### config.mk
export PLATFORM = sky130hd
export DESIGN_NAME = ds_scale_ctrl_flat
export DESIGN_NICKNAME = d
export VERILOG_FILES = /design/src/rtl/ds_scale_ctrl_pkg.sv /design/src/rtl/ds_scale_ctrl_if.sv /design/src/rtl/ds_scale_ctrl_sync_edge.sv /design/src/rtl/ds_scale_ctrl.sv /design/src/flat_wrapper.sv
export SDC_FILE = /design/constraint.sdc
export NUM_CORES = 1
export LEC_CHECK = 0
export CORE_AREA = 4 4 85 87
export CTS_BUF_LIST = sky130_fd_sc_hd__clkbuf_2 sky130_fd_sc_hd__clkbuf_4 sky130_fd_sc_hd__clkbuf_8
export DETAILED_ROUTE_END_ITERATION = 8
export DIE_AREA = 0 0 89 91
export SYNTH_ARGS = -nofsm -noshare
export SYNTH_HDL_FRONTEND = slang
export SYNTH_SLANG_ARGS = --single-unit
export TNS_END_PERCENT = 100
### constraint.sdc
create_clock -name clk -period 2.1 [get_ports clk]
set_input_delay 0.21 -clock clk [delete_from_list [all_inputs] [get_ports clk]]
set_output_delay 0.21 -clock clk [all_outputs]
set_load 0.01 [all_outputs]
### src/rtl/ds_scale_ctrl_pkg.sv
// Shared types and helpers for the downscaler sequencing controller.
package ds_pkg;

  typedef enum logic [1:0] {
    IDLE    = 2'd0,
    WAIT_VS = 2'd1,
    ACTIVE  = 2'd2,
    DONE    = 2'd3
  } ds_state_e;

  localparam int ERR_HLEN = 0;
  localparam int ERR_VLEN = 1;
  localparam int ERR_CFG  = 2;

  function automatic logic factor_bad(input logic [7:0] f, input logic [7:0] maxf);
    return (f == 8'd0) || (f > maxf);
  endfunction

  // Out-of-range factors fall back to 1 (pass-through).
  function automatic logic [7:0] clamp_factor(input logic [7:0] f, input logic [7:0] maxf);
    logic [7:0] r;
    if (factor_bad(f, maxf)) begin
      r = 8'd1;
    end else begin
      r = f;
    end
    return r;
  endfunction

endpackage

### src/rtl/ds_scale_ctrl_if.sv
// Run-time configuration handshake between the host and the scaler controller.
interface ds_scale_ctrl_if #(
  parameter int MAXF = 4
);
  logic                       cfg_valid;
  logic                       cfg_ready;
  logic                       cfg_en;
  logic [$clog2(MAXF+1)-1:0]  cfg_factor;

  modport master (output cfg_valid, output cfg_en, output cfg_factor, input cfg_ready);
  modport slave  (input cfg_valid, input cfg_en, input cfg_factor, output cfg_ready);
endinterface

### src/rtl/ds_scale_ctrl_sync_edge.sv
// One-cycle registered copy of a sync/enable bundle with rise and fall pulses.
module ds_sync_edge #(
  parameter int W = 3
) (
  input  logic         clk,
  input  logic         rstn,
  input  logic [W-1:0] din,
  output logic [W-1:0] rise,
  output logic [W-1:0] fall
);

  logic [W-1:0] din_r;

  // Delayed copy used for edge detection.
  always_ff @(posedge clk or negedge rstn) begin
    if (!rstn) begin
      din_r <= {W{1'b0}};
    end else begin
      din_r <= din;
    end
  end

  assign rise = din & ~din_r;
  assign fall = ~din & din_r;

endmodule

### src/rtl/ds_scale_ctrl.sv
// Sequencing controller for the NxN averaging downscaler: line-buffer addressing,
// window phases, output strobe/coordinates, frame-aligned config and length checks.
module ds_scale_ctrl
  import ds_pkg::*;
#(
  parameter int HACT = 10,
  parameter int VACT = 10,
  parameter int MAXF = 4
) (
  input  logic                       clk,
  input  logic                       rstn,
  input  logic                       i_vsync,
  input  logic                       i_hsync,
  input  logic                       i_de,
  ds_scale_ctrl_if.slave             cfg,
  output logic                       o_lb_wen,
  output logic [$clog2(HACT)-1:0]    o_lb_addr,
  output logic [$clog2(MAXF)-1:0]    o_col_ph,
  output logic [$clog2(MAXF)-1:0]    o_row_ph,
  output logic                       o_out_valid,
  output logic [$clog2(HACT)-1:0]    o_ox,
  output logic [$clog2(VACT)-1:0]    o_oy,
  output logic [$clog2(MAXF+1)-1:0]  o_factor,
  output logic                       o_active,
  output logic [2:0]                 o_err
);

  localparam int PW = $clog2(HACT);
  localparam int VW = $clog2(VACT);
  localparam int CW = $clog2(MAXF);
  localparam int FW = $clog2(MAXF+1);

  logic [2:0]    rise_s, fall_s;
  logic          vs_rise_s, de_fall_s, edge_unused_s;
  ds_state_e     state_r, state_s;
  logic          pend_r, cfg_ready_r, shad_en_r, act_en_r;
  logic [FW-1:0] shad_factor_r, act_factor_r, fm1_s;
  logic [2:0]    err_r;
  logic [PW-1:0] p_cnt_r, ox_r;
  logic [VW-1:0] v_cnt_r, oy_r;
  logic [CW-1:0] col_ph_r, row_ph_r;
  logic          accept_s, apply_s, cfg_bad_s, active_s, lb_wen_s, out_valid_s;
  logic          col_last_s, row_last_s, p_last_s, hlen_err_s, vlen_err_s;

  ds_sync_edge #(.W(3)) u_edge (
    .clk  (clk),
    .rstn (rstn),
    .din  ({i_vsync, i_hsync, i_de}),
    .rise (rise_s),
    .fall (fall_s)
  );

  assign vs_rise_s     = rise_s[2];
  assign de_fall_s     = fall_s[0];
  assign edge_unused_s = ^{rise_s[1:0], fall_s[2:1]};

  assign accept_s    = cfg.cfg_valid & cfg_ready_r;
  assign apply_s     = vs_rise_s & pend_r;
  assign cfg_bad_s   = factor_bad(8'(cfg.cfg_factor), 8'(MAXF));
  assign active_s    = (state_r == ACTIVE);
  assign lb_wen_s    = i_de & active_s;
  assign fm1_s       = act_factor_r - FW'(1'b1);
  assign col_last_s  = (FW'(col_ph_r) == fm1_s);
  assign row_last_s  = (FW'(row_ph_r) == fm1_s);
  assign p_last_s    = (p_cnt_r == PW'(HACT-1));
  assign out_valid_s = lb_wen_s & col_last_s & row_last_s;
  assign hlen_err_s  = active_s & de_fall_s & (p_cnt_r != {PW{1'b0}});
  assign vlen_err_s  = (active_s & vs_rise_s) | ((state_r == DONE) & i_de);

  // Shadow/active config; ready is low exactly while a write awaits the next vsync.
  always_ff @(posedge clk or negedge rstn) begin
    if (!rstn) begin
      pend_r        <= 1'b0;
      cfg_ready_r   <= 1'b1;
      shad_en_r     <= 1'b0;
      shad_factor_r <= {FW{1'b0}};
      act_en_r      <= 1'b0;
      act_factor_r  <= {FW{1'b0}};
    end else if (accept_s) begin
      pend_r        <= 1'b1;
      cfg_ready_r   <= 1'b0;
      shad_en_r     <= cfg.cfg_en;
      shad_factor_r <= FW'(clamp_factor(8'(cfg.cfg_factor), 8'(MAXF)));
    end else if (apply_s) begin
      pend_r        <= 1'b0;
      cfg_ready_r   <= 1'b1;
      act_en_r      <= shad_en_r;
      act_factor_r  <= shad_factor_r;
    end
  end

  // Sticky error flags, restarted by every accepted config write.
  always_ff @(posedge clk or negedge rstn) begin
    if (!rstn) begin
      err_r <= 3'b000;
    end else if (accept_s) begin
      err_r[ERR_CFG]  <= cfg_bad_s;
      err_r[ERR_VLEN] <= 1'b0;
      err_r[ERR_HLEN] <= 1'b0;
    end else begin
      if (hlen_err_s) err_r[ERR_HLEN] <= 1'b1;
      if (vlen_err_s) err_r[ERR_VLEN] <= 1'b1;
    end
  end

  // FSM state register.
  always_ff @(posedge clk or negedge rstn) begin
    if (!rstn) begin
      state_r <= IDLE;
    end else begin
      state_r <= state_s;
    end
  end

  // FSM next state; applying a disabling config overrides every other transition.
  always_comb begin
    state_s = state_r;
    if (apply_s && !shad_en_r) begin
      state_s = IDLE;
    end else begin
      case (state_r)
        IDLE:    if (act_en_r) state_s = WAIT_VS; else state_s = IDLE;
        WAIT_VS: if (vs_rise_s) state_s = ACTIVE; else state_s = WAIT_VS;
        ACTIVE:  if (de_fall_s && (v_cnt_r == VW'(VACT-1))) state_s = DONE; else state_s = ACTIVE;
        DONE:    if (vs_rise_s) state_s = ACTIVE; else state_s = DONE;
        default: state_s = IDLE;
      endcase
    end
  end

  // Pixel/line counters and output coordinates; de fall also resyncs the pixel pointer.
  always_ff @(posedge clk or negedge rstn) begin
    if (!rstn) begin
      p_cnt_r  <= {PW{1'b0}};
      v_cnt_r  <= {VW{1'b0}};
      col_ph_r <= {CW{1'b0}};
      row_ph_r <= {CW{1'b0}};
      ox_r     <= {PW{1'b0}};
      oy_r     <= {VW{1'b0}};
    end else if (vs_rise_s) begin
      p_cnt_r  <= {PW{1'b0}};
      v_cnt_r  <= {VW{1'b0}};
      col_ph_r <= {CW{1'b0}};
      row_ph_r <= {CW{1'b0}};
      ox_r     <= {PW{1'b0}};
      oy_r     <= {VW{1'b0}};
    end else if (active_s) begin
      if (i_de) begin
        if (p_last_s) begin
          p_cnt_r  <= {PW{1'b0}};
          col_ph_r <= {CW{1'b0}};
          ox_r     <= {PW{1'b0}};
        end else begin
          p_cnt_r  <= p_cnt_r + PW'(1'b1);
          col_ph_r <= col_last_s ? {CW{1'b0}} : col_ph_r + CW'(1'b1);
          if (out_valid_s) ox_r <= ox_r + PW'(1'b1);
        end
      end
      if (de_fall_s) begin
        p_cnt_r  <= {PW{1'b0}};
        col_ph_r <= {CW{1'b0}};
        ox_r     <= {PW{1'b0}};
        v_cnt_r  <= v_cnt_r + VW'(1'b1);
        row_ph_r <= row_last_s ? {CW{1'b0}} : row_ph_r + CW'(1'b1);
        if (row_last_s) oy_r <= oy_r + VW'(1'b1);
      end
    end
  end

  assign cfg.cfg_ready = cfg_ready_r;
  assign o_lb_wen      = lb_wen_s;
  assign o_lb_addr     = p_cnt_r;
  assign o_col_ph      = col_ph_r;
  assign o_row_ph      = row_ph_r;
  assign o_out_valid   = out_valid_s;
  assign o_ox          = ox_r;
  assign o_oy          = oy_r;
  assign o_factor      = act_factor_r;
  assign o_active      = active_s;
  assign o_err         = err_r;

endmodule

### src/flat_wrapper.sv
// flat-port wrapper written by rule: the top's interface ports become plain ports
module ds_scale_ctrl_flat import ds_pkg::*;
#(
  parameter int HACT = 10,
  parameter int VACT = 10,
  parameter int MAXF = 4
)
  (clk, rstn, i_vsync, i_hsync, i_de, o_lb_wen, o_lb_addr, o_col_ph, o_row_ph, o_out_valid, o_ox, o_oy, o_factor, o_active, o_err, cfg_cfg_valid, cfg_cfg_en, cfg_cfg_factor, cfg_cfg_ready);
  ds_scale_ctrl_if #(.MAXF(MAXF)) cfg_i ();
  input  logic clk;
  input  logic rstn;
  input  logic i_vsync;
  input  logic i_hsync;
  input  logic i_de;
  output logic o_lb_wen;
  output logic [$clog2(HACT)-1:0] o_lb_addr;
  output logic [$clog2(MAXF)-1:0] o_col_ph;
  output logic [$clog2(MAXF)-1:0] o_row_ph;
  output logic o_out_valid;
  output logic [$clog2(HACT)-1:0] o_ox;
  output logic [$clog2(VACT)-1:0] o_oy;
  output logic [$clog2(MAXF+1)-1:0] o_factor;
  output logic o_active;
  output logic [2:0] o_err;
  input wire logic [$bits(cfg_i.cfg_valid)-1:0] cfg_cfg_valid;
  input wire logic [$bits(cfg_i.cfg_en)-1:0] cfg_cfg_en;
  input wire logic [$bits(cfg_i.cfg_factor)-1:0] cfg_cfg_factor;
  output wire logic [$bits(cfg_i.cfg_ready)-1:0] cfg_cfg_ready;
  assign cfg_i.cfg_valid = cfg_cfg_valid;
  assign cfg_i.cfg_en = cfg_cfg_en;
  assign cfg_i.cfg_factor = cfg_cfg_factor;
  assign cfg_cfg_ready = cfg_i.cfg_ready;
  ds_scale_ctrl #(.HACT(HACT), .VACT(VACT), .MAXF(MAXF)) u_core (.clk(clk), .rstn(rstn), .i_vsync(i_vsync), .i_hsync(i_hsync), .i_de(i_de), .cfg(cfg_i), .o_lb_wen(o_lb_wen), .o_lb_addr(o_lb_addr), .o_col_ph(o_col_ph), .o_row_ph(o_row_ph), .o_out_valid(o_out_valid), .o_ox(o_ox), .o_oy(o_oy), .o_factor(o_factor), .o_active(o_active), .o_err(o_err));
endmodule
==> impl_metrics.tcl <==
set metrics [dict create \
    status "complete, no violations" \
    hold_buffers 0 \
    root_buffer "clkbuf_8" \
    syn_area_sq_um 1880 \
    ir_worst_vdd_uv 324 \
    period_share_pct 92.3 \
    maxSlewHeadroom_pct 46.4 \
    cp_cell_sequence "inv_1 > ha_2 > xor2_2 > nand4_2 > buf_4 > or4_1 > a21oi_1" \
    ios 36 \
    finalInstanceArea_sq_um 2490 \
    layout_common_cells "dfrtp_1 (36), clkdlybuf4s50_1 (32), a21oi_1 (19)" \
    synth_xor_area_share_pct 5.60 \
    wl_microns 3850 \
    pre_cts_slack_ns 0.0859 \
    place_hpwl_microns 2820 \
    place.gp.congestion 0.705 \
    min_path_type "primary input to async pin" \
    cp_max_fo 6 \
    worst_slack_ns 0.161 \
    worstSetupStartpointType "flop" \
    async_reset_ff_share_pct 100 \
    muxShareOfSynthArea_pct 5.87 \
    rsz0062_at_grt "no" \
    final_common_cell "dfrtp_1" \
    die_x_microns 89 \
    required_ns 2.32 \
    holdWs_ns 0.00199 \
    antenna_cells 0 \
    postCtsSetupBuffers 0 \
    yosys.area_share.simple_pct 19.0 \
    grt_max_degree 38 \
    die-area_sq_um 8100 \
    power_mw 1.81 \
    drt_iter0_drc 54 \
    cpPeakStageDelay_ns 0.46 \
    worst-setup-path-type "flop to flop" \
    power.density_nw_per_um2 725 \
    htreeDepth 2 \
    dr.pass1.iters 4 \
    start_util_pct 29.6 \
    cp_top_family "simple AND/OR/NAND/NOR gates" \
    synth_ff_type "dfrtp_1" \
    wl_per_cell_microns 12.7 \
    grt_pass1_wl_microns 6580 \
    slowest_stage "or4_1" \
    setup_viol 0 \
    grt_pass1_vias 1380 \
    critPathBufInv 2 \
    synth_compound_area_share_pct 10.9 \
    area_delta_synth_final_pct 32.9 \
    slew_violations 0 \
    synth_top_family_by_area "simple AND/OR/NAND/NOR gates" \
    drive_above_1_share_pct 18.9 \
    cp-end-kind "flop" \
    clkTransAtPathRegs_ns 0.08 \
    nets 245 \
    synthCells 178 \
    vias 1446 \
    worstMarginPinSlew_ns 0.804 \
    synth_seq_area_share_pct 49.4 \
    cts_inserted_buffers 5 \
    finalSetupTns_ns 0 \
    insertion_delay_ns 0.29 \
    grt_usage_pct 10.2 \
    die-height_microns 91 \
    cts_sinks 37 \
    fmax_mhz 516 \
    clockBufferDepth 2 \
    syn_nets 197 \
    drc 0 \
    cts_tree "done" \
    grt.overflow.total 0 \
    rows 29 \
    io_buffers 34 \
    core_area_sq_um 6350 \
    synth-seq-cells 37 \
    synthAdderAreaFrac_pct 6.00 \
    arrival_ns 2.16 \
    via_per_inst 4.76 \
    hold_violations 0 \
    syn_avg_cell_area_sq_um 10.5 \
    placed_area_sq_um 2390 \
    p_leak_nw 1.11 \
    final.setup_skew_ns 0.00735 \
    ys_warn_count 0 \
    finalCriticalPeriod_ns 1.94 \
    antenna_found_initial 0 \
    synth_edf_count 0 \
    cap_violations 0 \
    synth_cell_type_count 38 \
    postRouteAntennaNets 0 \
]
metrics by stage:
stage                     std cells  utilization [%]
after detailed placement        296             37.6
after floorplan                 178                -
after CTS                       304             39.2
after global routing            304             39.3
after global placement          296             37.6
final                           304             39.3
per-layer routing:
metal | global-route usage (%) | wire, microns | up-vias
met1 | 14.5 | 1830 | 691
li1 | - | - | 716
met4 | 2.98 | 43 | 0
met5 | 0 | 0 | -
met2 | 14.7 | 1740 | 32
met3 | 3.35 | 246 | 7
state kept, by name, indices dropped and copies added (netlist names), 3 cells and up:
| signal | flops |
|---|---|
| u_core.o_factor | 3 |
| u_core.o_err | 3 |
| u_core.o_oy | 4 |
| u_core.o_lb_addr | 4 |
| u_core.o_ox | 4 |
| u_core.v_cnt_r | 4 |
| u_core.shad_factor_r | 3 |
cell usage after synthesis (all sizes together) (2+ instances only):
| master | number | area [sq um] |
|---|---|---|
| mux2 | 8 | 90.1 |
| mux2i | 2 | 20.0 |
| a22o | 2 | 17.5 |
| buf | 3 | 15.0 |
| nor2 | 13 | 48.8 |
| nand2b | 2 | 12.5 |
| o31ai | 2 | 15.0 |
| a211oi | 2 | 15.0 |
| nor2b | 4 | 25.0 |
| and3b | 2 | 17.5 |
| clkbuf | 2 | 7.51 |
| nand3 | 7 | 40.0 |
| xor2 | 7 | 68.8 |
| or3 | 4 | 25.0 |
| ha | 9 | 113 |
| nand4b | 4 | 35.0 |
| nand4 | 3 | 31.3 |
| a21oi | 19 | 95.1 |
| nand2 | 15 | 56.3 |
| inv | 10 | 37.5 |
| o21ai | 8 | 40.0 |
| or4 | 2 | 15.0 |
| dfrtp | 36 | 901 |
| xnor2 | 2 | 36.3 |
worst register-to-register path, stage by stage (launching register included):
cell and delay (ns):
dfrtp_1 0.35, inv_1 0.05, ha_2 0.37, xor2_2 0.18, nand4_2 0.15, buf_4 0.18, or4_1 0.46, a21oi_1 0.15
worst paths after layout:
kind / cells after the start / to / startpoint / slack [ns]
setup / recovery: 7 / u_core.o_ox[3] / u_core.o_factor[1] / 0.16
hold / removal: 1 / u_core.o_ox[3] / rstn / 0.002
setup reg to reg: 7 / u_core.o_ox[3] / u_core.o_factor[1] / 0.16
hold reg to reg: 2 / u_core.shad_factor_r[0] / u_core.shad_factor_r[0] / 0.48
max in group asynchronous: 1 / u_core.o_col_ph[0] / rstn / 1.58
min in group clk: 1 / u_core.u_edge.din_r[2] / i_vsync / 0.40
area by class of cell:
cell class | instances | area, sq um
fillers | 633 | 3850
flip-flops and latches | 37 | 927
multi-input cells | 126 | 910
repair buffers | 46 | 433
well taps | 77 | 96.3
clock buffers | 5 | 68.8
inverters | 10 | 37.5
clock inverters | 3 | 22.5
report_power, final:
group          total, mW  internal (mW)  switching (mW)
Sequential         0.875          0.779          0.0958
Combinational      0.434          0.233           0.201
Clock              0.499          0.233           0.266
repair_timing:
action                                  in CTS  in global routing
hold endpoints to repair                     0                  0
pin swaps                                    2                  0
gates resized for setup                      2                  5
endpoints found under the setup margin       1                  2
gates cloned                                 0                  0
cells by family (layout without fill, tap and decap cells):
logic type | count (synthesis) | in the layout
compound gates | 36 | 36
xor+xnor | 9 | 9
fa+ha+maj | 9 | 9
buf+inv | 15 | 64
flops | 37 | 37
mux | 10 | 10
simple gates | 62 | 62
Note: power is estimated with default switching activity, not from simulation.
